File: src/rtl/mem_addr_pkg.sv
// Shared encodings for the memory address unit and its address stepper.
package mem_addr_pkg;

  // Per-burst address stepping mode.
  typedef enum logic [1:0] {
    MODE_HOLD = 2'd0,
    MODE_INC  = 2'd1,
    MODE_DEC  = 2'd2,
    MODE_WRAP = 2'd3
  } mode_e;

  // Burst sequencer states.
  typedef enum logic [1:0] {
    ST_IDLE = 2'd0,
    ST_REQ  = 2'd1,
    ST_DONE = 2'd2
  } state_e;

endpackage

File: src/rtl/addr_step.sv
// Combinational next-address function. Shared with the program counter.
module addr_step
  import mem_addr_pkg::*;
#(
  parameter int ADDR_W = 16,
  parameter int WIN_W  = 4
) (
  input  logic [ADDR_W-1:0] addr_i,
  input  mode_e             mode_i,
  output logic [ADDR_W-1:0] addr_o
);

  // Step the address; INC/DEC wrap naturally modulo 2^ADDR_W, WRAP only
  // moves the low window bits so the upper bits stay put.
  always_comb begin
    addr_o = addr_i;
    case (mode_i)
      MODE_HOLD: addr_o = addr_i;
      MODE_INC:  addr_o = addr_i + ADDR_W'(1);
      MODE_DEC:  addr_o = addr_i - ADDR_W'(1);
      MODE_WRAP: addr_o = {addr_i[ADDR_W-1:WIN_W], addr_i[WIN_W-1:0] + WIN_W'(1)};
      default:   addr_o = addr_i;
    endcase
  end

endmodule

File: src/rtl/mem_addr_unit.sv
// Memory address register with a burst sequencer and req/ack toward memory.
module mem_addr_unit
  import mem_addr_pkg::*;
#(
  parameter int ADDR_W = 16,
  parameter int LEN_W  = 8,
  parameter int WIN_W  = 4
) (
  input  logic              clk,
  input  logic              reset,
  input  logic              load,
  input  logic [ADDR_W-1:0] bus_in,
  input  logic [LEN_W-1:0]  len_in,
  input  logic [1:0]        mode,
  input  logic              start,
  input  logic              mem_ack,
  output logic              mem_req,
  output logic [ADDR_W-1:0] addr_out,
  output logic [LEN_W-1:0]  beats_left,
  output logic              busy,
  output logic              done
);

  state_e            state_q;
  mode_e             mode_q;
  logic [ADDR_W-1:0] addr_q;
  logic [LEN_W-1:0]  beats_q;
  logic [ADDR_W-1:0] addr_d;

  addr_step #(
    .ADDR_W (ADDR_W),
    .WIN_W  (WIN_W)
  ) u_step (
    .addr_i (addr_q),
    .mode_i (mode_q),
    .addr_o (addr_d)
  );

  // Burst FSM plus address register and beat counter. A load in the same
  // cycle as start lands in addr_q at the same edge, so the burst begins
  // from the newly loaded address without extra logic.
  always_ff @(posedge clk or negedge reset) begin
    if (!reset) begin
      state_q <= ST_IDLE;
      mode_q  <= MODE_HOLD;
      addr_q  <= '0;
      beats_q <= '0;
    end else begin
      case (state_q)
        ST_IDLE: begin
          if (load) addr_q <= bus_in;
          if (start) begin
            beats_q <= len_in;
            mode_q  <= mode_e'(mode);
            state_q <= (len_in == '0) ? ST_DONE : ST_REQ;
          end
        end
        ST_REQ: begin
          if (mem_ack) begin
            addr_q  <= addr_d;
            beats_q <= beats_q - LEN_W'(1);
            if (beats_q == LEN_W'(1)) state_q <= ST_DONE;
          end
        end
        ST_DONE: state_q <= ST_IDLE;
        default: state_q <= ST_IDLE;
      endcase
    end
  end

  // Outputs come straight from registered state; no input-to-output path.
  assign mem_req    = (state_q == ST_REQ);
  assign busy       = (state_q != ST_IDLE);
  assign done       = (state_q == ST_DONE);
  assign addr_out   = addr_q;
  assign beats_left = beats_q;

endmodule

File: config.mk
export PLATFORM = sky130hd
export DESIGN_NAME = mem_addr_unit
export DESIGN_NICKNAME = d
export VERILOG_FILES = /design/src/rtl/mem_addr_pkg.sv /design/src/rtl/addr_step.sv /design/src/rtl/mem_addr_unit.sv
export SDC_FILE = /design/constraint.sdc
export NUM_CORES = 1
export LEC_CHECK = 0
export CAP_MARGIN = 40
export CORE_AREA = 4 4 71 73
export CTS_BUF_LIST = sky130_fd_sc_hd__clkbuf_2 sky130_fd_sc_hd__clkbuf_4 sky130_fd_sc_hd__clkbuf_8
export CTS_CLUSTER_DIAMETER = 80
export DETAILED_ROUTE_END_ITERATION = 10
export DIE_AREA = 0 0 75 77
export GPL_TIMING_DRIVEN = 0
export MAX_ROUTING_LAYER = met4
export PLACE_DENSITY_LB_ADDON = 0.12
export SKIP_CTS_REPAIR_TIMING = 1
export SLEW_MARGIN = 40
export SYNTH_ARGS = -nofsm -noshare
export SYNTH_HDL_FRONTEND = slang
export SYNTH_SLANG_ARGS = --single-unit
File: constraint.sdc
create_clock -name clk -period 3.9 [get_ports clk]
set_input_delay 1.17 -clock clk [delete_from_list [all_inputs] [get_ports clk]]
set_output_delay 1.17 -clock clk [all_outputs]
set_load 0.01 [all_outputs]
## Word level (Yosys, flattened, before mapping)

Index checks and enable logic that the tools add are counted.

| storage, ports and cells | value |
|---|---|
| latch bits | 0 |
| memories kept | 0 |
| register bits | 28 |
| bits in read-only memories | 0 |
| memory bits (writable) | 0 |

| cells by class | value |
|---|---|
| shift operators | 0 |
| eq/ne operators | 12 |
| add/subtract/negate cells | 4 |
| divide/modulo/power cells | 0 |
| magnitude comparators | 0 |
| reduce and logical (&&, ||, !) cells | 10 |
| bitwise operators | 0 |
| multipliers | 0 |
| multiplexer cells | 12 |

Operators by type and width:

| cell | count |
|---|---|
| case mux 16 bit (3 select lines) | 1 |
| 2-to-1 mux 16 bit | 2 |
| case mux 16 bit (2 select lines) | 1 |
| adder 16 x 1 -> 16 bit (second input constant) | 1 |
| 2-to-1 mux 8 bit | 2 |
| case mux 8 bit (2 select lines) | 1 |
| subtractor 16 x 1 -> 16 bit (second input constant) | 1 |
| inequality test 2 bit (second input constant) | 5 |
| == test 8 x 1 -> 1 bit (second input constant) | 1 |
| zero test 8 bit | 1 |
| 2-to-1 mux 2 bit | 4 |
| subtractor 8 x 1 -> 8 bit (second input constant) | 1 |
| == test 2 bit (second input constant) | 3 |
| AND reduction 3 bit | 2 |
| AND reduction 5 bit | 1 |
| adder 4 x 1 -> 4 bit (second input constant) | 1 |
| == test 2 x 1 -> 1 bit (second input constant) | 2 |
| zero test 2 bit | 2 |
| case mux 2 bit (2 select lines) | 1 |
| AND reduction 4 bit | 1 |
| nonzero test 2 bit | 2 |
| inequality test 2 x 1 -> 1 bit (second input constant) | 1 |
| AND reduction 2 bit | 1 |

## Longest topological paths before layout

Gate-level depths: netlist of run 1.

| logic depth | value |
|---|---|
| depth in word-level cells | 4 |
| mapped depth | 11 |

## Modules after synthesis

From an unflattened synthesis of run 1, not the netlist that was laid out.

| second synthesis, totals | value |
|---|---|
| cell total of the unflattened synthesis | 379 |
| area, all modules | 2984.1 µm² |

Modules (own cells, without submodules):

| module | cells an instance | times used | seq. area each (µm²) | area each (µm²) |
|---|---|---|---|---|
| addr_step | 225 | 1 | 0.0 | 1498.9 |
| mem_addr_unit | 154 | 1 | 700.7 | 1485.2 |

## Worst setup path before layout of run 1

Ideal clock, no wire load.

| timing path | value |
|---|---|
| path kind | reg2reg |
| start | register mode_q[0] |
| end | register addr_q[14], in the netlist addr_out[14] |
| setup time | 0.127 ns |
| period minus slack after synthesis | 2.754 ns |
| path slack | 1.146 ns |
| data required time | 3.773 ns |
| cell stages (with the launch flop) | 12 |
| arrival | 2.627 ns |
| cell sequence | dfrtp_1 > clkbuf_1 > nand2b_1 > buf_2 > xnor2_1 > ha_1 > or3_4 > or4_4 > a21bo_1 > a311oi_2 > xnor2_1 > o21ai_1 |

| on the way | value |
|---|---|
| longest elaborated chain between the ends | 4 |
| elaborated cells on any way between the ends | 10 |
| those cells by class | 5 x eq/ne; 3 x mux; 2 x reduce/logical |

RTL lines:

| what | line | source |
|---|---|---|
| start: declaration | mem_addr_unit.sv:25 | `mode_e mode_q;` |
| start signal: assignment | mem_addr_unit.sv:54 | `mode_q <= mode_e'(mode);` |
| == test 2 bit or == test 2 x 1 -> 1 bit (tied branches) | addr_step.sv:17 | `case (mode_i)` |
| case mux 16 bit (3 select lines) | addr_step.sv:17 |  |
| 2-to-1 mux 16 bit | mem_addr_unit.sv:59 | `if (mem_ack) begin` |
| case mux 16 bit (2 select lines) | mem_addr_unit.sv:49 | `case (state_q)` |
| end signal: assignment | mem_addr_unit.sv:51 | `if (load) addr_q <= bus_in;` |
| end signal: assignment | mem_addr_unit.sv:60 | `addr_q <= addr_d;` |
| end: declaration | mem_addr_unit.sv:26 | `logic [ADDR_W-1:0] addr_q;` |

Parallel ways exist; a longest one is shown, timed or not. The select of a mux whose other input is x is not followed.
A chain may end at the register's enable or synchronous reset.

## Worst setup path after layout of run 1

| timing path | value |
|---|---|
| start | register state_q[1] |
| end | output port mem_req |

| on the way | value |
|---|---|
| longest elaborated chain between the ends | 1 |

RTL lines:

| what | line | source |
|---|---|---|
| start: declaration | mem_addr_unit.sv:24 | `state_e state_q;` |
| start signal: assignment | mem_addr_unit.sv:55 | `state_q <= (len_in == '0) ? ST_DONE : ST_REQ;` |
| == test 2 x 1 -> 1 bit | mem_addr_unit.sv:72 | `assign mem_req = (state_q == ST_REQ);` |
| end: declaration | mem_addr_unit.sv:17 | `output logic mem_req,` |

Every way passes these cells.

==> results.yml, run 1 <==
status:
  run_status: "finished, final reports clean"
die:
  io_pins: 58
  dieArea_um2: 5780
  num_rows: 24
  initial_core_util_pct: 50.6
  die_y_um: 77
  core_um2: 4350
  die_x_um: 75
worst_setup_path:
  r2r_setup_slack_ns: 0.84
  critPathKind: "register to output pin"
  r2r_cells: 11
  cp-end-kind: "output pin"
  arrival_ns: 2.14
  reg2reg_to: "addr_out[14]$_DFFE_PN0P_"
  critPathMaxFanout: 10
  regToRegStartpoint: "mode_q[0]$_DFFE_PN0P_"
  cp_data_required_time_ns: 2.73
  cp-start-kind: "register"
hold_path:
  hold_class: "register to register"
  whs_endpoint: "beats_left[7]$_DFFE_PN0P_"
  whs_path_depth: 2
  hold_path_startpoint: "beats_left[7]$_DFFE_PN0P_"
detailed_routing:
  vias_per_cell: 6.01
  num_vias: 2392
  postRouteAntennaNets: 0
  routedWlPerCell_um: 16.7
  drc: 0
  totalWireLength_um: 6660
  drt_first_pass_iters: 4
  drt_iter0_markers: 66
sta:
  relSlewSlack_pct: 55.9
  fin_setup_tns_ns: 0
  finalCriticalPeriod_ns: 3.31
  period_share_pct: 85.0
  tightest_slew_ns: 0.662
  fin_worst_skew_ns: 0.00250
  slew_viol_final: 0
  hold_viol_final: 0
  setup-violations-final: 0
  worst_slack_ns: 0.586
  fmax_mhz: 302
  rsz0062_at_grt: "no"
clocking:
  cts_inserted_buffers: 3
  clkTransAtPathRegs_ns: 0.10
  htreeDepth: 1
  cts_tree: "built"
  cts_buffer_depth: 2
  clkSinkCount: 28
  clk_latency_ns: 0.28
  clockRootBuffer: "clkbuf_8"
pwr:
  cellLeakagePower_nw: 1.12
  p_sw_share_pct: 48.5
  power_density_nw_per_um2: 841
  vdd_drop_max_mv: 0.489
  combPwrFrac_pct: 67.9
  pwr-share-clk_pct: 6.8
  net-switching-power_w: 0.00117
  power_frac_seq_pct: 25.3
  design_power_total_w: 0.00242
  p_int_w: 0.00125
finish:
  antenna_cells: 0
  fillerInstances: 407
  area_growth_syn_to_layout_pct: 30.5
  final_common_cell: "clkdlybuf4s50_1"
  drive_above_1_share_pct: 5.78
  fin_nets: 384
  layout_common_cells: "clkdlybuf4s50_1 (56), nand2_1 (43), dfrtp_1 (28), o21ai_0 (27), nor2_1 (21)"
place:
  hpwl_um: 5080
  io_buffers: 57
  dp_slack_ns: 0.423
  routabilityCongestion: 0.913
yosys:
  synth-edff-count: 0
  syn_nets: 322
  ys_seq_area_share_pct: 31.8
  synthTopCellsByArea: "dfrtp_1 (32%), nand2_1 (7.3%), o21ai_0 (6.1%), a21oi_1 (4.5%), nor2_1 (3.6%)"
  yosysWarnings: 0
  synth-seq-cells: 28
  synth-async-reset-ratio_pct: 100
  yosysTopAreaCellShare_pct: 31.8
  synth.distinct_cells: 54
  avgSynthCellArea_um2: 7.70
  syn_area_um2: 2200
  synth-main-ff-cell: "dfrtp_1"
  synth_top_area_cell: "dfrtp_1"
  syn_inst: 286
grt:
  grt_usage_pct: 23.9
  grt_pass1_vias: 2266
  grt_start_max_net_pins: 29
  grt-ovfl-total: 0
  antenna_found_initial: 0
  grt_pass1_wl_um: 10600
run:
  maxCapViolations: 0
## power by group through the flow
stage | Clock, W | Combinational [W] | Sequential (W)
final | 0.000164 | 0.00164 | 0.000611
after global routing | 0.000181 | 0.00182 | 0.000638
after CTS | 0.000170 | 0.00164 | 0.000610
after detailed placement | 0 | 0.00164 | 0.000615
after global placement | 0 | 0.00161 | 0.000612
after floorplan | 0 | 0.00101 | 0.000633
## cell type report
cell class,instances,area [um2],share of cell area [%]
Clock buffer,3,41.3,1.44
Sequential cell,28,701,24.4
Multi-Input combinational cell,231,1390,48.4
Inverter,9,33.8,1.17
Buffer,18,77.6,2.70
Tap cell,52,65.1,2.26
Timing Repair Buffer,57,566,19.7
## Yosys cell counts (all sizes together), types with 4 or more instances
| library cell | count |
|---|---|
| nand2 | 43 |
| dfrtp | 28 |
| o21ai | 28 |
| nor2 | 21 |
| a21oi | 20 |
| clkbuf | 15 |
| nor3 | 12 |
| nand3 | 10 |
| inv | 9 |
| o31ai | 9 |
| nand2b | 7 |
| or4 | 6 |
| a21bo | 5 |
| a22o | 5 |
| ha | 5 |
| nor4 | 5 |
| xnor2 | 5 |
| a22oi | 4 |
| mux2 | 4 |
| nand4 | 4 |
## how the worst max path moves through the flow
stage,start,endpoint,cells after the start
2_1_floorplan,mode_q[0]$_DFFE_PN0P_,addr_out[14]$_DFFE_PN0P_,11
3_3_place_gp,mem_ack,addr_out[13]$_DFFE_PN0P_,8
3_5_place_dp,mem_ack,addr_out[14]$_DFFE_PN0P_,8
4_1_cts,state_q[1]$_DFFE_PN0P_,mem_req,5
5_1_grt,state_q[0]$_DFFE_PN0P_,mem_req,5
6_report,state_q[1]$_DFFE_PN0P_,mem_req,5
## layer usage
layer | vias up | global-route usage [%] | wire [um]
met4 | 0 | 8.72 | 170
met2 | 81 | 39.0 | 3270
li1 | 1186 | - | -
met1 | 1107 | 29.3 | 2930
met3 | 18 | 3.40 | 287
met5 | - | - | 0
## kinds of logic (layout without fill, tap and decap cells)
kind of cell	count (synthesis)	count (layout)	share of synthesized area [%]
AOI/OAI and AO/OA	94	94	28.1
buffers and inverters	27	87	5.05
and+or+nand+nor	119	119	26.5
muxes	5	5	2.50
adders and majority gates	5	5	2.84
xor gates and xnor gates	8	8	3.18
DFF	28	28	31.8
## critical path: stages, from the launching register on
cell	delay [ns]
dfrtp_1	0.37
clkbuf_1	0.17
nand2b_1	0.24
inv_1	0.12
clkbuf_1	0.34
clkdlybuf4s50_1	0.62
## metrics by stage
stage / area [um2] / hold slack (ns) / instances / utilization (%)
after floorplan: 2200 / 0.528 / 286 / -
after global placement: 2840 / 0.508 / 395 / 65.2
after detailed placement: 2830 / 0.522 / 395 / 65.1
after CTS: 2880 / 0.544 / 398 / 66.0
after global routing: 2880 / 0.618 / 398 / 66.0
final: 2880 / 0.543 / 398 / 66.0
## state kept, by name (all words and copies together), names as in the netlist
register,count
state_q,2
beats_left,8
addr_out,16
mode_q,2
Note: power is estimated with default switching activity, not from simulation.
==> run 2, diff against run 1 <==
--- a/config.mk
+++ b/config.mk
@@ -6,11 +6,11 @@
 export NUM_CORES = 1
 export LEC_CHECK = 0
 export CAP_MARGIN = 40
-export CORE_AREA = 4 4 71 73
+export CORE_AREA = 4 4 75 77
 export CTS_BUF_LIST = sky130_fd_sc_hd__clkbuf_2 sky130_fd_sc_hd__clkbuf_4 sky130_fd_sc_hd__clkbuf_8
 export CTS_CLUSTER_DIAMETER = 80
 export DETAILED_ROUTE_END_ITERATION = 10
-export DIE_AREA = 0 0 75 77
+export DIE_AREA = 0 0 79 81
 export GPL_TIMING_DRIVEN = 0
 export MAX_ROUTING_LAYER = met4
 export PLACE_DENSITY_LB_ADDON = 0.12
==> constraint.sdc (replaced) <==
create_clock -name clk -period 3 [get_ports clk]
set_input_delay 0.9 -clock clk [delete_from_list [all_inputs] [get_ports clk]]
set_output_delay 0.9 -clock clk [all_outputs]
set_load 0.01 [all_outputs]
==> run 2 against run 1 <==
Effect of this change: power grew 32%; setup slack lost 0.47 ns; sequential cell count is the same; final cell count grew 4.3%; clock power grew 51%; die area grew 11%; largest cell class unchanged.
==> results.yml, run 2 (same netlist as run 1, synthesis figures left out) <==
status:
  run_status: "finished, final reports clean"
worst_setup_path:
  cpPeakStageDelay_ns: 0.61
  arrival_ns: 1.98
  cp_data_required_time_ns: 2.10
  cp_cell_sequence: "clkbuf_1, nand2b_1, inv_1, clkdlybuf4s50_1"
  cp-end-kind: "output pin"
  cp_top_family: "buffers and inverters"
  r2r_setup_slack_ns: 0.15
  regToRegStartpoint: "mode_q[0]$_DFFE_PN0P_"
  crit_path_top_delay_cell: "clkdlybuf4s50_1"
  cp-start-kind: "register"
  critPathMaxFanout: 12
  reg2reg_to: "addr_out[14]$_DFFE_PN0P_"
  crit_buf_inv: 3
  r2r_cells: 10
  critPathKind: "register to output pin"
die:
  die_y_um: 81
  core_um2: 5010
  dieArea_um2: 6400
  die_x_um: 79
  io_pins: 58
  initial_core_util_pct: 44.0
  num_rows: 26
hold_path:
  hold_path_startpoint: "beats_left[7]$_DFFE_PN0P_"
  hold_class: "register to register"
  whs_path_depth: 2
  whs_endpoint: "beats_left[7]$_DFFE_PN0P_"
clocking:
  clkSinkCount: 28
  cts_tree: "built"
  clkTransAtPathRegs_ns: 0.10
  cts_buffer_depth: 2
  cts_inserted_buffers: 3
  clockRootBuffer: "clkbuf_8"
  clk_latency_ns: 0.28
  htreeDepth: 1
place:
  dpl_cell_area_um2: 2860
  routabilityCongestion: 0.931
  dp_slack_ns: -0.161
  io_buffers: 57
  hpwl_um: 4930
sta:
  setup-violations-final: 0
  tightest_slew_ns: 0.679
  hold_viol_final: 0
  rsz0062_at_grt: "no"
  worst_slack_ns: 0.119
  relSlewSlack_pct: 54.7
  slew_viol_final: 0
  fin_worst_skew_ns: 0.00316
  period_share_pct: 96.0
  fin_setup_tns_ns: 0
  finalCriticalPeriod_ns: 2.88
  fmax_mhz: 347
finish:
  drive_above_1_share_pct: 7.25
  seqCellArea_um2: 703
  layout_common_cells: "clkdlybuf4s50_1 (56), nand2_1 (43), o21ai_0 (27), dfrtp_1 (26), nor2_1 (21)"
  largest_reg_flops: 16
  multiInputGateArea_um2: 1390
  area_growth_syn_to_layout_pct: 32.1
  final_common_cell: "clkdlybuf4s50_1"
  fin_nets: 382
  fillerInstances: 526
  fin_area_um2: 2910
  antenna_cells: 0
detailed_routing:
  drt_first_pass_iters: 4
  drt_iter0_markers: 113
  vias_per_cell: 5.71
  routedWlPerCell_um: 16.0
  routed-wl-met2_um: 3190
  totalWireLength_um: 6620
  top_layer: "met4"
  wl_met1_um: 3090
  drc: 0
  num_vias: 2368
  dr_wl_met3_um: 271
  postRouteAntennaNets: 0
grt:
  grt_pass1_wl_um: 10800
  grt_start_max_net_pins: 29
  grt_pass1_vias: 2262
  grt-ovfl-total: 0
  antenna_found_initial: 0
  grt_usage_pct: 21.8
run:
  maxCapViolations: 0
pwr:
  cellLeakagePower_nw: 1.13
  vdd_drop_max_mv: 0.480
  power_density_nw_per_um2: 1090
==> run 2: cell count changes in the layout (fill, tap and decap cells not counted) <==
| cell | change |
|---|---|
| buf_4 | +1 |
| clkbuf_1 | -4 |
| clkbuf_2 | +1 |
| clkbuf_8 | +1 |
| dfrtp_1 | -2 |
| dfrtp_2 | +2 |
==> run 2: tightest hold or removal path, cell delays in order, from the launching register on <==
cell,delay [ns]
dfrtp_1,0.39
nand2_1,0.05
o21ai_0,0.07
==> run 2: where the power goes <==
part	switching (W)	internal, W
clock	0.000130	0.000118
combinational	0.00114	0.000968
sequential	0.000258	0.000568
total	0.00153	0.00165
==> run 2: layout make-up <==
class                   count  share of cell area (%)
multi-input cells         231                    47.8
flip-flops and latches     28                    24.2
repair buffers             58                    19.7
well taps                  70                    3.01
plain buffers              15                    2.32
clock buffers               4                    1.89
inverters                   9                    1.16
==> run 2: metrics by stage <==
| step | hold slack [ns] | power (W) | utilization, % | cells |
|---|---|---|---|---|
| 6_report | 0.540 | 0.00318 | 58.1 | 415 |
| 2_1_floorplan | 0.528 | 0.00214 | - | 286 |
| 3_3_place_gp | 0.502 | 0.00292 | 57.1 | 413 |
| 5_1_grt | 0.600 | 0.00348 | 58.1 | 415 |
| 3_5_place_dp | 0.498 | 0.00294 | 57.0 | 413 |
| 4_1_cts | 0.536 | 0.00320 | 58.1 | 417 |
==> run 2: worst max path at each step <==
stage / startpoint / endpoint / slack [ns] / cells after the start
6_report: state_q[0]$_DFFE_PN0P_ / mem_req / 0.12 / 4
5_1_grt: state_q[0]$_DFFE_PN0P_ / mem_req / 0.006 / 4
4_1_cts: mode_q[0]$_DFFE_PN0P_ / addr_out[14]$_DFFE_PN0P_ / -0.12 / 11
3_5_place_dp: mem_ack / addr_out[13]$_DFFE_PN0P_ / -0.16 / 8
3_3_place_gp: mem_ack / addr_out[13]$_DFFE_PN0P_ / -0.16 / 8
2_1_floorplan: mode_q[0]$_DFFE_PN0P_ / addr_out[14]$_DFFE_PN0P_ / 0.25 / 11
==> run 2: metal layers <==
layer | up-vias | track usage, %
met5 | - | -
li1 | 1169 | -
met1 | 1124 | 28.4
met4 | 0 | 5.67
met2 | 68 | 36.8
met3 | 7 | 1.88
==> run 3, diff against run 2 <==
--- a/config.mk
+++ b/config.mk
@@ -15,7 +15,6 @@
 export MAX_ROUTING_LAYER = met4
 export PLACE_DENSITY_LB_ADDON = 0.12
 export SKIP_CTS_REPAIR_TIMING = 1
-export SLEW_MARGIN = 40
 export SYNTH_ARGS = -nofsm -noshare
 export SYNTH_HDL_FRONTEND = slang
 export SYNTH_SLANG_ARGS = --single-unit
==> run 3 against run 2 <==
Effect of this change: power is 2.3% higher; die area stayed put; register-to-register slack hardly changed; clock power is 25% higher; critical endpoint is now addr_out[14]$_DFFE_PN0P_; setup slack better by 0.029 ns; global-route usage is 0.59 points lower; via count is 1.4% higher; final cell count stayed put; core utilization is 0.95 points higher; sequential cell count stayed put; largest power group unchanged; first-iteration DRC count is 14% higher.
==> results.yml, run 3 (same netlist as run 1, synthesis figures left out) <==
finish:
  drive_above_1_share_pct: 7.54
  fin_util_pct: 59.1
  seqCellArea_um2: 703
  multiInputGateArea_um2: 1390
  final_common_cell: "clkdlybuf4s50_1"
  layout_common_cells: "clkdlybuf4s50_1 (57), nand2_1 (43), o21ai_0 (27), dfrtp_1 (26), nor2_1 (21)"
  fin_area_um2: 2960
  largest_reg_flops: 16
  fin_nets: 382
  area_growth_syn_to_layout_pct: 34.3
  fillerInstances: 503
  antenna_cells: 0
grt:
  grt-ovfl-total: 0
  grt_start_max_net_pins: 18
  antenna_found_initial: 0
  grt_usage_pct: 21.2
  grt_pass1_wl_um: 10600
  grt_pass1_vias: 2180
worst_setup_path:
  cp-end-kind: "register"
  crit_path_top_delay_cell: "dfrtp_2"
  cp_cell_sequence: "nand2b_1, buf_2, xnor2_1, ha_2, or3_4, or4_4, a21bo_1, a311oi_2, xnor2_1, o21ai_1"
  cp_data_required_time_ns: 3.17
  regToRegStartpoint: "mode_q[0]$_DFFE_PN0P_"
  cp-start-kind: "register"
  critPathKind: "register to register"
  cpPeakStageDelay_ns: 0.50
  crit_top_cell: "xnor2_1"
  critPathMaxFanout: 10
  crit_start: "mode_q[0]$_DFFE_PN0P_"
  arrival_ns: 3.02
die:
  core_um2: 5010
  die_y_um: 81
  num_rows: 26
  dieArea_um2: 6400
  io_pins: 58
  die_x_um: 79
  initial_core_util_pct: 44.0
sta:
  fin_setup_tns_ns: 0
  rsz0062_at_grt: "no"
  finalCriticalPeriod_ns: 2.85
  relSlewSlack_pct: 53.6
  hold_viol_final: 0
  tightest_slew_ns: 0.694
  slew_viol_final: 0
  worst_slack_ns: 0.148
  setup-violations-final: 0
  fmax_mhz: 351
  fin_worst_skew_ns: 0.00557
  period_share_pct: 95.1
detailed_routing:
  drt_iter0_markers: 129
  totalWireLength_um: 6630
  vias_per_cell: 5.78
  drt_first_pass_iters: 5
  num_vias: 2400
  drc: 0
  routedWlPerCell_um: 16.0
  postRouteAntennaNets: 0
hold_path:
  hold_class: "register to register"
  hold_path_startpoint: "beats_left[7]$_DFFE_PN0P_"
place:
  routabilityCongestion: 0.931
  dpl_cell_area_um2: 2890
  dp_slack_ns: -0.170
  hpwl_um: 4990
  io_buffers: 57
clocking:
  htreeDepth: 1
  cts_tree: "built"
  cts_buffer_depth: 2
  clockRootBuffer: "clkbuf_8"
  clkSinkCount: 28
  cts_inserted_buffers: 3
  clk_latency_ns: 0.28
  clkTransAtPathRegs_ns: 0.10
pwr:
  design_power_total_w: 0.00326
  power_density_nw_per_um2: 1100
  cellLeakagePower_nw: 1.13
  vdd_drop_max_mv: 0.522
run:
  maxCapViolations: 0
status:
  run_status: "finished, final reports clean"
run 3: layout make-up:
type | instances | share of cell area [%]
clock inverter | 1 | 1.01
sequential | 28 | 23.8
multi-input combinational | 231 | 47.1
inverter | 9 | 1.27
clock buffer | 3 | 1.40
tap | 70 | 2.96
buffer | 15 | 2.28
timing repair buffer | 58 | 20.2
run 3: power breakdown:
group / internal [W] / switching [W]
sequential: 0.000568 / 0.000270
clock: 0.000179 / 0.000132
combinational: 0.000968 / 0.00114
total: 0.00172 / 0.00154
run 3: worst paths after layout:
path | cells past startpoint | slack [ns] | endpoint
max | 10 | 0.15 | addr_out[14]$_DFFE_PN0P_
min | 2 | 0.54 | beats_left[7]$_DFFE_PN0P_
max reg2reg | 10 | 0.15 | addr_out[14]$_DFFE_PN0P_
min reg2reg | 2 | 0.54 | beats_left[7]$_DFFE_PN0P_
max in group asynchronous | 2 | 1.44 | mode_q[1]$_DFFE_PN0P_
min in group asynchronous | 1 | 1.03 | addr_out[8]$_DFFE_PN0P_
run 3: per-layer routing:
layer	track usage, %	up-vias	routed length, um
li1	-	1180	-
met1	28.5	1110	3070
met2	34.6	102	3110
met3	2.44	8	368
met4	4.98	0	87
met5	-	-	0
run 3: critical path: cells and delay by family (launching register included):
kind / cells / cell delay (ns)
flops: 1 / 0.50
xor+xnor: 2 / 0.31
compound gates: 3 / 0.54
buf+inv: 1 / 0.20
fa+ha+maj: 1 / 0.22
simple gates: 3 / 0.98
run 3: metrics by stage:
step	hold slack, ns	cells
floorplan	0.528	286
global placement	0.502	413
global route	0.596	415
CTS	0.536	418
detailed placement	0.501	414
finish	0.537	415
